<file path="config.mk">
export PLATFORM = sky130hd
export DESIGN_NAME = fifo_dac_reader
export DESIGN_NICKNAME = d
export VERILOG_FILES = /design/src/rtl/fifo_defines_pkg.sv /design/src/rtl/dac_serializer.sv /design/src/rtl/fifo_dac_reader.sv
export SDC_FILE = /design/constraint.sdc
export NUM_CORES = 1
export LEC_CHECK = 0
export ABC_AREA = 1
export CORE_MARGIN = 1
export CORE_UTILIZATION = 31
export CTS_CLUSTER_DIAMETER = 100
export DETAILED_ROUTE_END_ITERATION = 8
export GPL_TIMING_DRIVEN = 0
export PLACE_DENSITY = 0.57
export SLEW_MARGIN = 20
export SYNTH_ARGS = -nofsm -noshare
export SYNTH_HDL_FRONTEND = slang
export SYNTH_HIERARCHICAL = 1
export SYNTH_SLANG_ARGS = --single-unit
</file>
<file path="constraint.sdc">
create_clock -name clk -period 2.5 [get_ports clk]
set_input_delay 0.375 -clock clk [delete_from_list [all_inputs] [get_ports clk]]
set_output_delay 0.375 -clock clk [all_outputs]
set_load 0.02 [all_outputs]
</file>
<file path="src/rtl/fifo_defines_pkg.sv">
// Shared FIFO definitions: sample width, DAC reader defaults and reader FSM encoding.
package fifo_defines_pkg;

    localparam int unsigned DATA_WIDTH      = 16;
    localparam int unsigned DAC_CLK_DIV_DEF = 4;
    localparam int unsigned DAC_GAP_DEF     = 2;

    typedef enum logic [1:0] {RD_IDLE, RD_WAIT, RD_SHIFT, RD_GAP} reader_state_t;

endpackage

</file>
<file path="src/rtl/dac_serializer.sv">
// MSB-first serializer for the DAC link: a load captures a word and starts a frame of
// DATA_WIDTH bits, each a CLK_DIV-cycle low phase followed by a CLK_DIV-cycle high phase.
module dac_serializer #(
    parameter int unsigned DATA_WIDTH = fifo_defines_pkg::DATA_WIDTH,
    parameter int unsigned CLK_DIV    = fifo_defines_pkg::DAC_CLK_DIV_DEF
) (
    input  logic                  clk,
    input  logic                  rst,
    input  logic                  load,
    input  logic [DATA_WIDTH-1:0] data,
    output logic                  sclk,
    output logic                  sdo,
    output logic                  last_bit
);

    localparam int unsigned DIV_W = $clog2(CLK_DIV + 1);
    localparam int unsigned BIT_W = $clog2(DATA_WIDTH + 1);

    logic [DIV_W-1:0]      div_cnt;
    logic [BIT_W-1:0]      bit_cnt;
    logic [DATA_WIDTH-1:0] shreg;
    logic [DATA_WIDTH-1:0] shreg_next;
    logic                  active;
    logic                  phase_end;

    assign shreg_next = shreg << 1;
    assign phase_end  = active && (div_cnt == DIV_W'(CLK_DIV - 1));
    // Final cycle of the last high phase; the frame ends on the following edge.
    assign last_bit   = phase_end && sclk && (bit_cnt == BIT_W'(DATA_WIDTH - 1));

    always_ff @(posedge clk) begin
        if (rst) begin
            div_cnt <= '0;
            bit_cnt <= '0;
            shreg   <= '0;
            active  <= 1'b0;
            sclk    <= 1'b0;
            sdo     <= 1'b0;
        end else if (load) begin
            shreg   <= data;
            sdo     <= data[DATA_WIDTH-1];
            sclk    <= 1'b0;
            div_cnt <= '0;
            bit_cnt <= '0;
            active  <= 1'b1;
        end else if (active) begin
            if (phase_end) begin
                div_cnt <= '0;
                if (!sclk) begin
                    sclk <= 1'b1;
                end else begin
                    // sdo only moves here, at the start of a low phase
                    sclk    <= 1'b0;
                    shreg   <= shreg_next;
                    bit_cnt <= bit_cnt + BIT_W'(1);
                    if (last_bit) begin
                        active <= 1'b0;
                        sdo    <= 1'b0;
                    end else begin
                        sdo <= shreg_next[DATA_WIDTH-1];
                    end
                end
            end else begin
                div_cnt <= div_cnt + DIV_W'(1);
            end
        end
    end

endmodule

</file>
<file path="src/rtl/fifo_dac_reader.sv">
// FIFO read-side DAC driver: pops one sample per frame and streams it over cs_n/sclk/sdo.
// Optional FIFO_DAC_READER_SAMPLE_CNT_EN adds a 16-bit completed-frame counter output.
module fifo_dac_reader #(
    parameter int unsigned DATA_WIDTH = fifo_defines_pkg::DATA_WIDTH,
    parameter int unsigned CLK_DIV    = fifo_defines_pkg::DAC_CLK_DIV_DEF,
    parameter int unsigned GAP_CYCLES = fifo_defines_pkg::DAC_GAP_DEF
) (
    input  logic                         clk,
    input  logic                         rst,
    input  logic                         en_i,
    input  logic                         empty_i,
    input  logic signed [DATA_WIDTH-1:0] data_i,
    output logic                         rd_en_o,
    output logic                         cs_n_o,
    output logic                         sclk_o,
    output logic                         sdo_o,
    output logic                         busy_o,
    output logic                         done_o
`ifdef FIFO_DAC_READER_SAMPLE_CNT_EN
    ,
    output logic [15:0]                  sample_cnt_o
`endif
);

    import fifo_defines_pkg::*;

    localparam int unsigned GAP_W = $clog2(GAP_CYCLES + 1);

    reader_state_t    state;
    logic [GAP_W-1:0] gap_cnt;
    logic             load;
    logic             last_bit;

    // Pop is suppressed while reset is held so a reset never costs a sample.
    assign rd_en_o = (state == RD_IDLE) && !rst && en_i && !empty_i;
    assign load    = (state == RD_WAIT);

    dac_serializer #(
        .DATA_WIDTH (DATA_WIDTH),
        .CLK_DIV    (CLK_DIV)
    ) u_ser (
        .clk      (clk),
        .rst      (rst),
        .load     (load),
        .data     (data_i),
        .sclk     (sclk_o),
        .sdo      (sdo_o),
        .last_bit (last_bit)
    );

    always_ff @(posedge clk) begin
        if (rst) begin
            state   <= RD_IDLE;
            gap_cnt <= '0;
            cs_n_o  <= 1'b1;
            busy_o  <= 1'b0;
            done_o  <= 1'b0;
        end else begin
            done_o <= 1'b0;
            case (state)
                RD_IDLE: begin
                    if (rd_en_o) begin
                        state  <= RD_WAIT;
                        busy_o <= 1'b1;
                    end
                end
                RD_WAIT: begin
                    state  <= RD_SHIFT;
                    cs_n_o <= 1'b0;
                end
                RD_SHIFT: begin
                    if (last_bit) begin
                        state   <= RD_GAP;
                        cs_n_o  <= 1'b1;
                        done_o  <= 1'b1;
                        gap_cnt <= '0;
                    end
                end
                RD_GAP: begin
                    if (gap_cnt == GAP_W'(GAP_CYCLES - 1)) begin
                        state   <= RD_IDLE;
                        busy_o  <= 1'b0;
                        gap_cnt <= '0;
                    end else begin
                        gap_cnt <= gap_cnt + GAP_W'(1);
                    end
                end
                default: state <= RD_IDLE;
            endcase
        end
    end

`ifdef FIFO_DAC_READER_SAMPLE_CNT_EN
    // Counts frames as they complete; wraps naturally at 16 bits.
    always_ff @(posedge clk) begin
        if (rst) begin
            sample_cnt_o <= '0;
        end else if ((state == RD_SHIFT) && last_bit) begin
            sample_cnt_o <= sample_cnt_o + 16'd1;
        end
    end
`endif

endmodule
</file>
======== After elaboration in Yosys (flattened, before gate mapping) ========
Index checks and enable logic that the tools add are counted.
word-level totals
  memories kept ........................... 0
  RAM bits ................................ 0
  logic and storage cells ................. 77
  bits in registers ....................... 33
  bits in latches ......................... 0
  bits of input ports ..................... 20
  output and inout port bits .............. 6
  bits in read-only memories .............. 0
operators by class
  shift operators ......................... 0
  multiplexer cells ....................... 29
  add/sub/neg operators ................... 3
  equality and inequality tests ........... 9
  $mul .................................... 0
  div/mod/pow operators ................... 0
  reductions and logical operators ........ 24
  magnitude comparators ................... 0
  bitwise logic cells ..................... 1
operators by type and width
  cell                 count
  $mux 15              4
  $mux 1               15
  $reduce_and 3->1     4
  $reduce_bool 2->1    6
  $mux 2               5
  $pmux 2 s4           1
  $logic_and 1x1->1    6
  $ne 2x2->1 const B   3
  $reduce_and 2->1     3
  $add 5x1->5 const B  1
  $eq 5x4->1 const B   1
  $eq 2x1->1 const B   2
  $eq 2x2->1 const B   2
  $pmux 1 s2           2
  $pmux 2 s2           1
  $reduce_or 2->1      2
  $add 3x1->3 const B  1
  $eq 3x2->1 const B   1
  $mux 3               1
  $add 2x1->2 const B  1
  $logic_not 1->1      2
  $logic_not 2->1      1
  $not 1->1            1

======== Longest topological paths before layout ========
Gate-level depths: netlist of run 1.
  depth in word-level cells ............... 9
  mapped depth ............................ 11
  depth with buffers taken out ............ 11

======== Cells and area by module ========
Netlist of run 1, hierarchy kept.
by module, submodules not included
  module           cells each  instances  seq. area each (um2)  area each (um2)
  dac_serializer   178         1          520.5                 1232.4
  fifo_dac_reader  54          1          140.1                 387.9

======== Worst setup path after synthesis of run 1 ========
OpenSTA, ideal clock, no wires.
  path kind ............................... register -> register
  from .................................... register u_ser.div_cnt[0]
  to ...................................... register gap_cnt[0]
  library setup time ...................... 113 ps
  period minus slack after synthesis ...... 1524 ps
  slack ................................... 976 ps
  stages on the path, launching flop included .. 10
  arrival ................................. 1411 ps
  cells stage by stage .................... dfxtp_1 -> ha_1 -> nand4_4 -> buf_2 -> nor2_1 -> nand2_1 -> o21ai_0 -> o21ai_0 -> nand2_1 -> nor2_1
between the ends
  cells in the longest elaborated chain, start to end .. 6
RTL lines
  what                               line                   RTL
  from (decl)                        dac_serializer.sv:19   logic [DIV_W-1:0] div_cnt;
  from (signal assigned)             dac_serializer.sv:64   div_cnt <= div_cnt + DIV_W'(1);
  $eq 3x2->1                         dac_serializer.sv:27   assign phase_end = active && (div_cnt == DIV_W'(CLK_DIV - 1));
  $logic_and 1x1->1                  dac_serializer.sv:27
  $logic_and 1x1->1 (2 in series)    dac_serializer.sv:29   assign last_bit = phase_end && sclk && (bit_cnt == BIT_W'(DATA_WIDTH - 1));
  net last_bit                       fifo_dac_reader.sv:32  logic last_bit;
  $ne 2x2->1 (no source line)        n/a
  $reduce_and 2->1 (no source line)  n/a
  to (signal assigned)               fifo_dac_reader.sv:85  gap_cnt <= gap_cnt + GAP_W'(1);
  to (decl)                          fifo_dac_reader.sv:30  logic [GAP_W-1:0] gap_cnt;
The timed path passes the listed nets, and every way through them passes these cells.
A chain may end at the register's enable or synchronous reset.

======== Worst setup path in the final report of run 1 ========
  from .................................... register state[0]
  to ...................................... output port rd_en_o
between the ends
  cells in the longest elaborated chain, start to end .. 4
RTL lines
  what                             line                   RTL
  from (decl)                      fifo_dac_reader.sv:29  reader_state_t state;
  from (signal assigned)           fifo_dac_reader.sv:53  state <= RD_IDLE;
  from (signal assigned)           fifo_dac_reader.sv:63  state <= RD_WAIT;
  from (signal assigned)           fifo_dac_reader.sv:68  state <= RD_SHIFT;
  $logic_not 2->1                  fifo_dac_reader.sv:35  assign rd_en_o = (state == RD_IDLE) && !rst && en_i && !empty_i;
  $logic_and 1x1->1 (3 in series)  fifo_dac_reader.sv:35
  to (decl)                        fifo_dac_reader.sv:13  output logic rd_en_o,
No other way between the ends.

==> results of run 1 <==
[metal layers]
layer / global-route usage, % / routed length [um]
met1: 20.6 / 1840
met2: 21.1 / 1530
met3: 3.66 / 103
met4: 7.55 / 67
met5: 0 / 0
[flip-flops by register name, indices dropped and copies added (netlist names)]
name           flops
busy_o             1
cs_n_o             1
done_o             1
gap_cnt            2
state              2
u_ser/active       1
u_ser/bit_cnt      5
u_ser/div_cnt      3
u_ser/sclk         1
u_ser/sdo          1
u_ser/shreg       15
[layout by cell type, fill, tap and decap left out, types with 2 or more instances in the layout]
cell / Yosys / final
sky130_fd_sc_hd__a211oi_1: 2 / 2
sky130_fd_sc_hd__nand2_1: 79 / 79
sky130_fd_sc_hd__clkbuf_1: 2 / 3
sky130_fd_sc_hd__nand3_2: 2 / 2
sky130_fd_sc_hd__a21oi_1: 23 / 23
sky130_fd_sc_hd__o21ai_0: 6 / 6
sky130_fd_sc_hd__buf_2: 7 / 7
sky130_fd_sc_hd__ha_1: 8 / 8
sky130_fd_sc_hd__clkbuf_8: 0 / 6
sky130_fd_sc_hd__nand3_1: 21 / 21
sky130_fd_sc_hd__inv_1: 18 / 18
sky130_fd_sc_hd__inv_2: 2 / 2
sky130_fd_sc_hd__dfxtp_1: 33 / 33
sky130_fd_sc_hd__clkdlybuf4s50_1: 0 / 25
sky130_fd_sc_hd__nor2_1: 18 / 18
sky130_fd_sc_hd__nand2_2: 2 / 2
[worst min-delay path, delay by kind of cell (launching register included)]
kind	cells	cell delay [ps]
flip-flops	1	300
buffers and inverters	1	60
AND/OR/NAND/NOR	1	40
[kinds of logic after synthesis]
group	count (synthesis)
buffers and inverters	31
AND/OR/NAND/NOR	127
adder cells (fa/ha/maj)	8
XOR/XNOR	1
AO/OA/AOI/OAI	32
flip-flops	33
[how the worst max path moves through the flow]
stage,start,end,slack (ps),cells past startpoint
2_1_floorplan,u_ser/div_cnt[0]$_SDFFE_PP0P_,gap_cnt[0]$_SDFFE_PP0P_,980,9
3_3_place_gp,rst,rd_en_o,390,5
3_5_place_dp,rst,rd_en_o,390,5
4_1_cts,state[0]$_SDFFE_PP0P_,rd_en_o,320,7
5_1_grt,state[1]$_SDFFE_PP0P_,rd_en_o,190,7
6_report,state[0]$_SDFFE_PP0P_,rd_en_o,350,7
[power groups by stage]
stage / sequential, mW / clock (mW) / combinational [mW]
2_1_floorplan: 0.634 / 0 / 0.373
3_3_place_gp: 0.626 / 0 / 0.527
3_5_place_dp: 0.627 / 0 / 0.532
4_1_cts: 0.615 / 0.421 / 0.534
5_1_grt: 0.623 / 0.447 / 0.603
6_report: 0.615 / 0.406 / 0.525
[area by class of cell]
type,count,share of cell area (%)
buffer,11,3.00
clock buffer,7,4.23
inverter,20,3.68
multi-input combinational,168,40.3
sequential,33,32.4
tap,67,4.11
timing repair buffer,25,12.3
==> results.txt, run 1 <==
The flow ran to the end, and the final reports show no timing, DRC or antenna violations. The layout cell share with drive strength beyond 1 came out at 9.09%. The worst register-to-register path begins at u_ser/div_cnt[0]$_SDFFE_PP0P_. For the pin with the worst max-slew slack, the measured transition is 507 ps. Traced cell by cell, the critical path runs through inv_1, ha_1, nand2_1, inv_1, nand2_1, inv_1, clkdlybuf4s50_1. The number of failing setup endpoints in the final timing report came out at 0. The worst path required time is 2120 ps.

STA classifies the critical path endpoint as an output port. The area growth from synthesis to final layout came out at 25.9%. The switching fraction of total power came out at 34.8%. The net count after synthesis is 260. The register-to-register setup slack is 750 ps.

The count of cells along the worst hold path is 2. The total iterations of the first detailed-routing run came out at 4. Of the total synthesized cell area, the portion taken by AND, OR, NAND and NOR gates is 33.9%. The maximum number of pins on one net before global-route repair is 11.

The total area inside the core boundary comes to 0.00488 mm2. The worst setup path is launched from a flop. Yosys mapped a number of flops with a built-in enable equal to 0. The quantity of gates resized following cts came out at 0. For this run, the leading register cell type out of synthesis is sky130_fd_sc_hd__dfxtp_1.

The most numerous cell type found on the critical path is sky130_fd_sc_hd__inv_1. After synthesis, the cell types taking the most area are sky130_fd_sc_hd__dfxtp_1 (41%), sky130_fd_sc_hd__nand2_1 (18%), sky130_fd_sc_hd__a21oi_1 (7.1%). The count of nets left with antenna violations after detail routing came out at 0. The final hold violation count is 0.

The total chip power came out at 1.55 mW. 26 I/O pins were placed. The final setup skew came out at 1.76 ps. The post-synthesis share of cell area spent on xor and xnor gates came out at 0.541%. The critical path contains buffers and inverters numbering 4 combined. The number of DRC markers after the initial detailed-route iteration came out at 67. The tightest min-delay check is of the flop to flop type. On the final layout, the worst hold slack is 441 ps.

The count of filler cells inserted in the layout came out at 549. The arrival time reported for the critical path endpoint is 1780 ps. TritonCTS built the clock tree.

The floorplan step defined a die boundary enclosing 0.00552 mm2. The share of power burned in combinational logic came out at 34.0%. The most area-hungry cell type in the Yosys netlist is sky130_fd_sc_hd__dfxtp_1. The routed design has 3.54 mm of wire. The number of cell instances on the worst register-to-register path came out at 9.

Setup repair after global routing left no endpoint under its margin. The core occupancy in the finished layout is 41.8%. The area share of the leading cell type in the synthesized netlist came out at 40.8%. Synthesis handed over a netlist of 232 instances.

The maximum root-to-sink buffer count came out at 2. The biggest fanout along the worst timing path came out at 4. The static leakage power came out at 0.846 nW. The floorplan row count came out at 25.

For this run, the register share of the synthesized area comes to 40.8%. The number of DRC violations after detailed routing came out at 0. The compound-gate portion of the synthesized area came out at 10.2%. The cell area that synthesis handed to floorplanning was 0.00162 mm2.

Power spread over the standard cell area amounts to 758 mW/mm2. The global-route wire length before repair is 6.08 mm. After synthesis the netlist holds a flip-flop and latch count of 33.

The total via count after detailed routing came out at 1,470. Measured against its own limit, the worst slew margin works out to 66.2%. Sorting the synthesized cells by how often they occur yields sky130_fd_sc_hd__nand2_1 (79), sky130_fd_sc_hd__dfxtp_1 (33), sky130_fd_sc_hd__a21oi_1 (23), sky130_fd_sc_hd__nand3_1 (21).

The largest stage delay on the critical path came out at 590 ps. The total global routing overflow came out at 0. The internal power of the cells totals 1.01 mW. The number of cells in the finished layout apart from fillers is 331. Yosys instantiated no cell more often than sky130_fd_sc_hd__nand2_1.

The max-slew violation count came out at 0. The number of maximum-capacitance violations came out at 0. The synthesized netlist contains 23 unique library cells. The mean instance size in the synthesized netlist came out at 6.98 um2. For hold timing, the worst endpoint is gap_cnt[1]$_SDFFE_PP0P_. The H-tree depth is 2. The setup path with the least slack is of type flop to output port. VDD sags by at most 0.360 mV.

The synthesized-area fraction occupied by adder cells came out at 6.18%. The via count of the first global-routing pass came out at 1,326. The die boundary height came out at 74.3 um.

The highest clock frequency the design can meet is 465 MHz. The smallest setup slack after layout came out at 348 ps. Across every metal layer, demand over resource in global routing totals 14.8%. In this design, the largest share of critical-path delay is due to buffers and inverters. The finished cells cover 0.00204 mm2. The number of vias per cell after detailed routing came out at 4.44. The buffers inserted during post-CTS setup optimization is 0. In this run the horizontal extent of the chip is 74.3 um.

The clock power share is 26.3%. The final critical-path required period is 2150 ps. The slowest cell on the critical path is sky130_fd_sc_hd__clkdlybuf4s50_1. The number of antenna violations at the first check in global routing came out at 0.

The number of input and output port buffers inserted is 25. After routing, the total negative slack on setup checks comes to 0 ps. CTS saw 33 sinks. The initial standard-cell utilization of the core came out at 33.2%. The average routed wire per standard cell came out at 10.7 um. The count of placed standard cells including taps came out at 324.

The critical register-to-register path endpoint is gap_cnt[0]$_SDFFE_PP0P_. The sum of net half-perimeters after detailed placement is 2.54 mm. The period utilization is 86.1%. The launch instance of the worst min-delay path is gap_cnt[1]$_SDFFE_PP0P_. The number of hold buffers added after CTS was 0.

The proportion of register bits with asynchronous set or reset after synthesis came out at 0%. In this run the clock root is driven by a sky130_fd_sc_hd__clkbuf_8. The switching power summed over all nets came out at 0.538 mW. The post-synthesis mux area share is 0%. The sequential group share of total power is 39.8%. Clock-pin slew was measured on the worst setup and hold paths at 60 ps.

Buffers inserted during clock tree synthesis total 5. The synthesis warning total is 6. The combined flip-flop and latch cell area came out at 661 um2.

The clock latency on the worst-skew pair is 280 ps. The dominant combinational cell family by area after synthesis is simple AND/OR/NAND/NOR gates. The combined area of the multi-input logic cells is 823 um2.

0 antenna diodes ended up in the layout. The standard cell area after detailed placement came out at 0.00195 mm2. In the final design database the tool counted 292 nets. At the placement stage, the worst setup path has a slack of 392 ps. The routability congestion estimate came out at 0.784.
Power figures use the tool's default switching activity.
==> inputs of run 2 (changes only) <==
CORE_UTILIZATION = 56   (was 31)
PLACE_DENSITY = 0.89   (was 0.57)
==> results.txt, run 2 (synthesized netlist as in run 1, its figures left out) <==
The total global routing overflow came out at 0 (unchanged). The slowest stage of the critical path is the sky130_fd_sc_hd__clkdlybuf4s50_1 cell. The die extent in x is 55.8 um (-25%).

The number of cell instances on the worst register-to-register path came out at 9 (unchanged). The max-slew violation count came out at 0 (unchanged). The count of nets left with antenna violations after detail routing came to 0 (unchanged).

The root buffer cell chosen for the clock tree is sky130_fd_sc_hd__clkbuf_4. The switching power summed over all nets came to 0.514 mW (-4.4%). The worst setup path is captured at an output port. The initial standard-cell utilization of the core came out at 58.8% (+26 points).

The total iterations of the first detailed-routing run came out at 4 (unchanged). The cell type with the highest occurrence count on the critical path is sky130_fd_sc_hd__inv_1. The number of DRC violations after detailed routing came out at 0 (unchanged). The total number of clock tree sinks is 33 (unchanged). The arrival time reported for the critical path endpoint is 1840 ps (+60 ps). The number of antenna violations at the first check in global routing came out at 0 (unchanged). The antenna diode count came out at 0 (unchanged). The number of input and output port buffers inserted is 25 (unchanged). The power density over the cells came to 731 mW/mm2 (-3.5%). The maximum root-to-sink buffer count came out at 2 (unchanged). The quantity of gates resized following cts is 0 (unchanged).

The number of nets in the layout came out at 292 (unchanged). The placeable core area came to 0.00276 mm2 (-43%). The total chip power is 1.44 mW (-7.1%). The sequential group share of total power is 42.9% (+3.1 points). The flip-flop count of the largest register after layout came out at 15 (unchanged).

The maximum number of pins on one net before global-route repair is 11 (unchanged). In the layout the commonest cells are sky130_fd_sc_hd__nand2_1 (79), sky130_fd_sc_hd__dfxtp_1 (33), sky130_fd_sc_hd__clkdlybuf4s50_1 (25), sky130_fd_sc_hd__a21oi_1 (23), sky130_fd_sc_hd__nand3_1 (21). The number of failing setup endpoints in the final timing report is 0 (unchanged).

u_ser/shreg holds more flip-flops than any other register. The clock latency on the worst-skew pair came out at 320 ps (+40 ps). The total stage count of the critical path came to 7 (unchanged). The number of buffers created by CTS came out at 5 (unchanged). The final setup skew is 8.96 ps (+7.19 ps). The floorplan row count came to 19 (-24%). The number of maximum-capacitance violations came out at 0 (unchanged). The run finished with clean final reports. In this run the worst setup path begins at state[0]$_SDFFE_PP0P_. The I/O pin count is 26 (unchanged). Setup repair after global routing left no endpoint under its margin. The final wirelength came out at 3.11 mm (-12%).

The share of power burned in combinational logic is 36.3% (+2.3 points). The number of hold-repair buffers added at the cts stage came out at 0 (unchanged). The biggest fanout along the worst timing path came out at 4 (unchanged).

The final hold violation count is 0 (unchanged). The buffer and inverter count on the worst path is 4 (unchanged). The global-route wire length before repair is 5.22 mm (-14%). The internal power summed over all cells came out at 0.922 mW (-8.5%). The sum of negative setup slack is 0 ps (unchanged).

The H-tree depth came to 2 (unchanged). The largest registers in the layout are u_ser/shreg x15, u_ser/bit_cnt x5, u_ser/div_cnt x3. The startpoint of the worst register-to-register path is u_ser/div_cnt[0]$_SDFFE_PP0P_. The clock-pin slew of the registers on the worst-case setup and hold paths came to 100 ps (+40 ps). The final critical-path required period is 2210 ps (+62.6 ps). The total via count after detailed routing came out at 1,462 (-0.54%).

The register-to-register setup slack came out at 790 ps (+40 ps). The worst path required time came out at 2120 ps (about the same). The period utilization was 88.6% (+2.5 points). The endpoint identified for the worst register-to-register timing path is gap_cnt[1]$_SDFFE_PP0P_.

The buffers inserted during post-CTS setup optimization is 0 (unchanged). The area of the die came out at 0.00311 mm2 (-44%). The static leakage power is 0.833 nW (-1.5%).

The global-route total usage across every layer came to 21.6% (+6.8 points). The layout cell share with drive strength beyond 1 is 9.09% (unchanged). STA classifies the critical path startpoint as a flop. The switching fraction of total power came out at 35.8% (+0.99 points).

The area growth from synthesis to layout is 21.2%. The worst slew slack as a fraction of its limit came out at 68.9% (+2.7 points). The number of DRC markers after the initial detailed-route iteration came out at 39 (-42%). The critical path in this run is classified as flop to output port. The transition time at the pin with the least slew margin was 466 ps (-41.1 ps). The largest stage delay on the critical path is 590 ps (about the same). The sum of net half-perimeters after detailed placement is 2.27 mm (-11%). The worst IR drop on VDD was 0.699 mV (+94%). The highest clock frequency the design can meet was 451 MHz (-2.8%).

Traced cell by cell, the critical path runs through inv_1, ha_1, nand2_1, inv_1, nand2_1, inv_1, clkdlybuf4s50_1. The die boundary height is 55.8 um (-25%). The smallest hold slack came out at 445 ps (+3.77 ps).

The most common cell after layout, fill and taps aside is sky130_fd_sc_hd__nand2_1. The clock power share is 20.8% (-5.5 points). Following the worst setup path forward leads to its endpoint at rd_en_o. The average routed wire per standard cell came out at 10.5 um (-1.4%). The count of filler cells inserted in the layout came out at 225 (-59%). The routability congestion estimate came out at 0.763 (-2.7%). Broken down by cell family, the worst path's largest delay share belongs to buffers and inverters. The via count of the first global-routing pass came out at 1,259 (-5.1%). TritonCTS built the clock tree. The worst min-delay path class is flop to flop. The number of vias per cell after detailed routing is 4.96 (+12%).
==> run 2: cell counts in the layout (fill, tap and decap cells not counted) <==
No cell type changed its count.
==> run 2: area by class of cell <==
| type | instances | area (um2) | share of cell area [%] |
|---|---|---|---|
| inverters | 20 | 75.1 | 3.82 |
| repair buffers | 25 | 250 | 12.7 |
| plain buffers | 11 | 61.3 | 3.12 |
| flip-flops and latches | 33 | 661 | 33.6 |
| well taps | 31 | 38.8 | 1.97 |
| clock buffers | 7 | 55.1 | 2.80 |
| multi-input cells | 168 | 823 | 41.9 |
==> run 2: worst min path at each step <==
stage	startpoint	endpoint	slack, ps	cells past startpoint
2_1_floorplan	gap_cnt[1]$_SDFFE_PP0P_	gap_cnt[1]$_SDFFE_PP0P_	410	2
3_3_place_gp	gap_cnt[1]$_SDFFE_PP0P_	gap_cnt[1]$_SDFFE_PP0P_	420	2
3_5_place_dp	gap_cnt[1]$_SDFFE_PP0P_	gap_cnt[1]$_SDFFE_PP0P_	430	2
4_1_cts	gap_cnt[1]$_SDFFE_PP0P_	gap_cnt[1]$_SDFFE_PP0P_	450	2
5_1_grt	gap_cnt[1]$_SDFFE_PP0P_	gap_cnt[1]$_SDFFE_PP0P_	470	2
6_report	gap_cnt[1]$_SDFFE_PP0P_	gap_cnt[1]$_SDFFE_PP0P_	440	2
==> run 2: metal layers <==
metal / track usage [%] / share of wire [%] / wire length, um / vias up
met3: 6.98 / 3.2 / 100 / 5
met4: 9.64 / 1.9 / 58 / 0
met2: 33.9 / 46 / 1420 / 27
li1: - / - / - / 800
met1: 27.0 / 49 / 1530 / 630
met5: 0 / 0 / 0 / -
==> run 2: tightest hold or removal path, delay by kind of cell, from the launching register on <==
kind	cells	cell delay, ps
buffers and inverters	1	60
flip-flops	1	310
AND/OR/NAND/NOR	1	40
==> run 2: power by group through the flow <==
stage	Clock [mW]	Combinational, mW	Sequential, mW
floorplan	0	0.373	0.634
finish	0.299	0.522	0.616
global placement	0	0.511	0.626
CTS	0.306	0.525	0.616
detailed placement	0	0.522	0.627
global route	0.342	0.588	0.622
==> run 2: per-stage QoR <==
| step | setup slack [ps] | utilization, % | area [um2] | cells |
|---|---|---|---|---|
| finish | 285 | 71.2 | 1960 | 295 |
| global route | 108 | 71.2 | 1960 | 295 |
| CTS | 267 | 71.2 | 1960 | 295 |
| detailed placement | 390 | 69.2 | 1910 | 288 |
| global placement | 393 | 69.2 | 1910 | 288 |
| floorplan | 976 | - | 1620 | 232 |
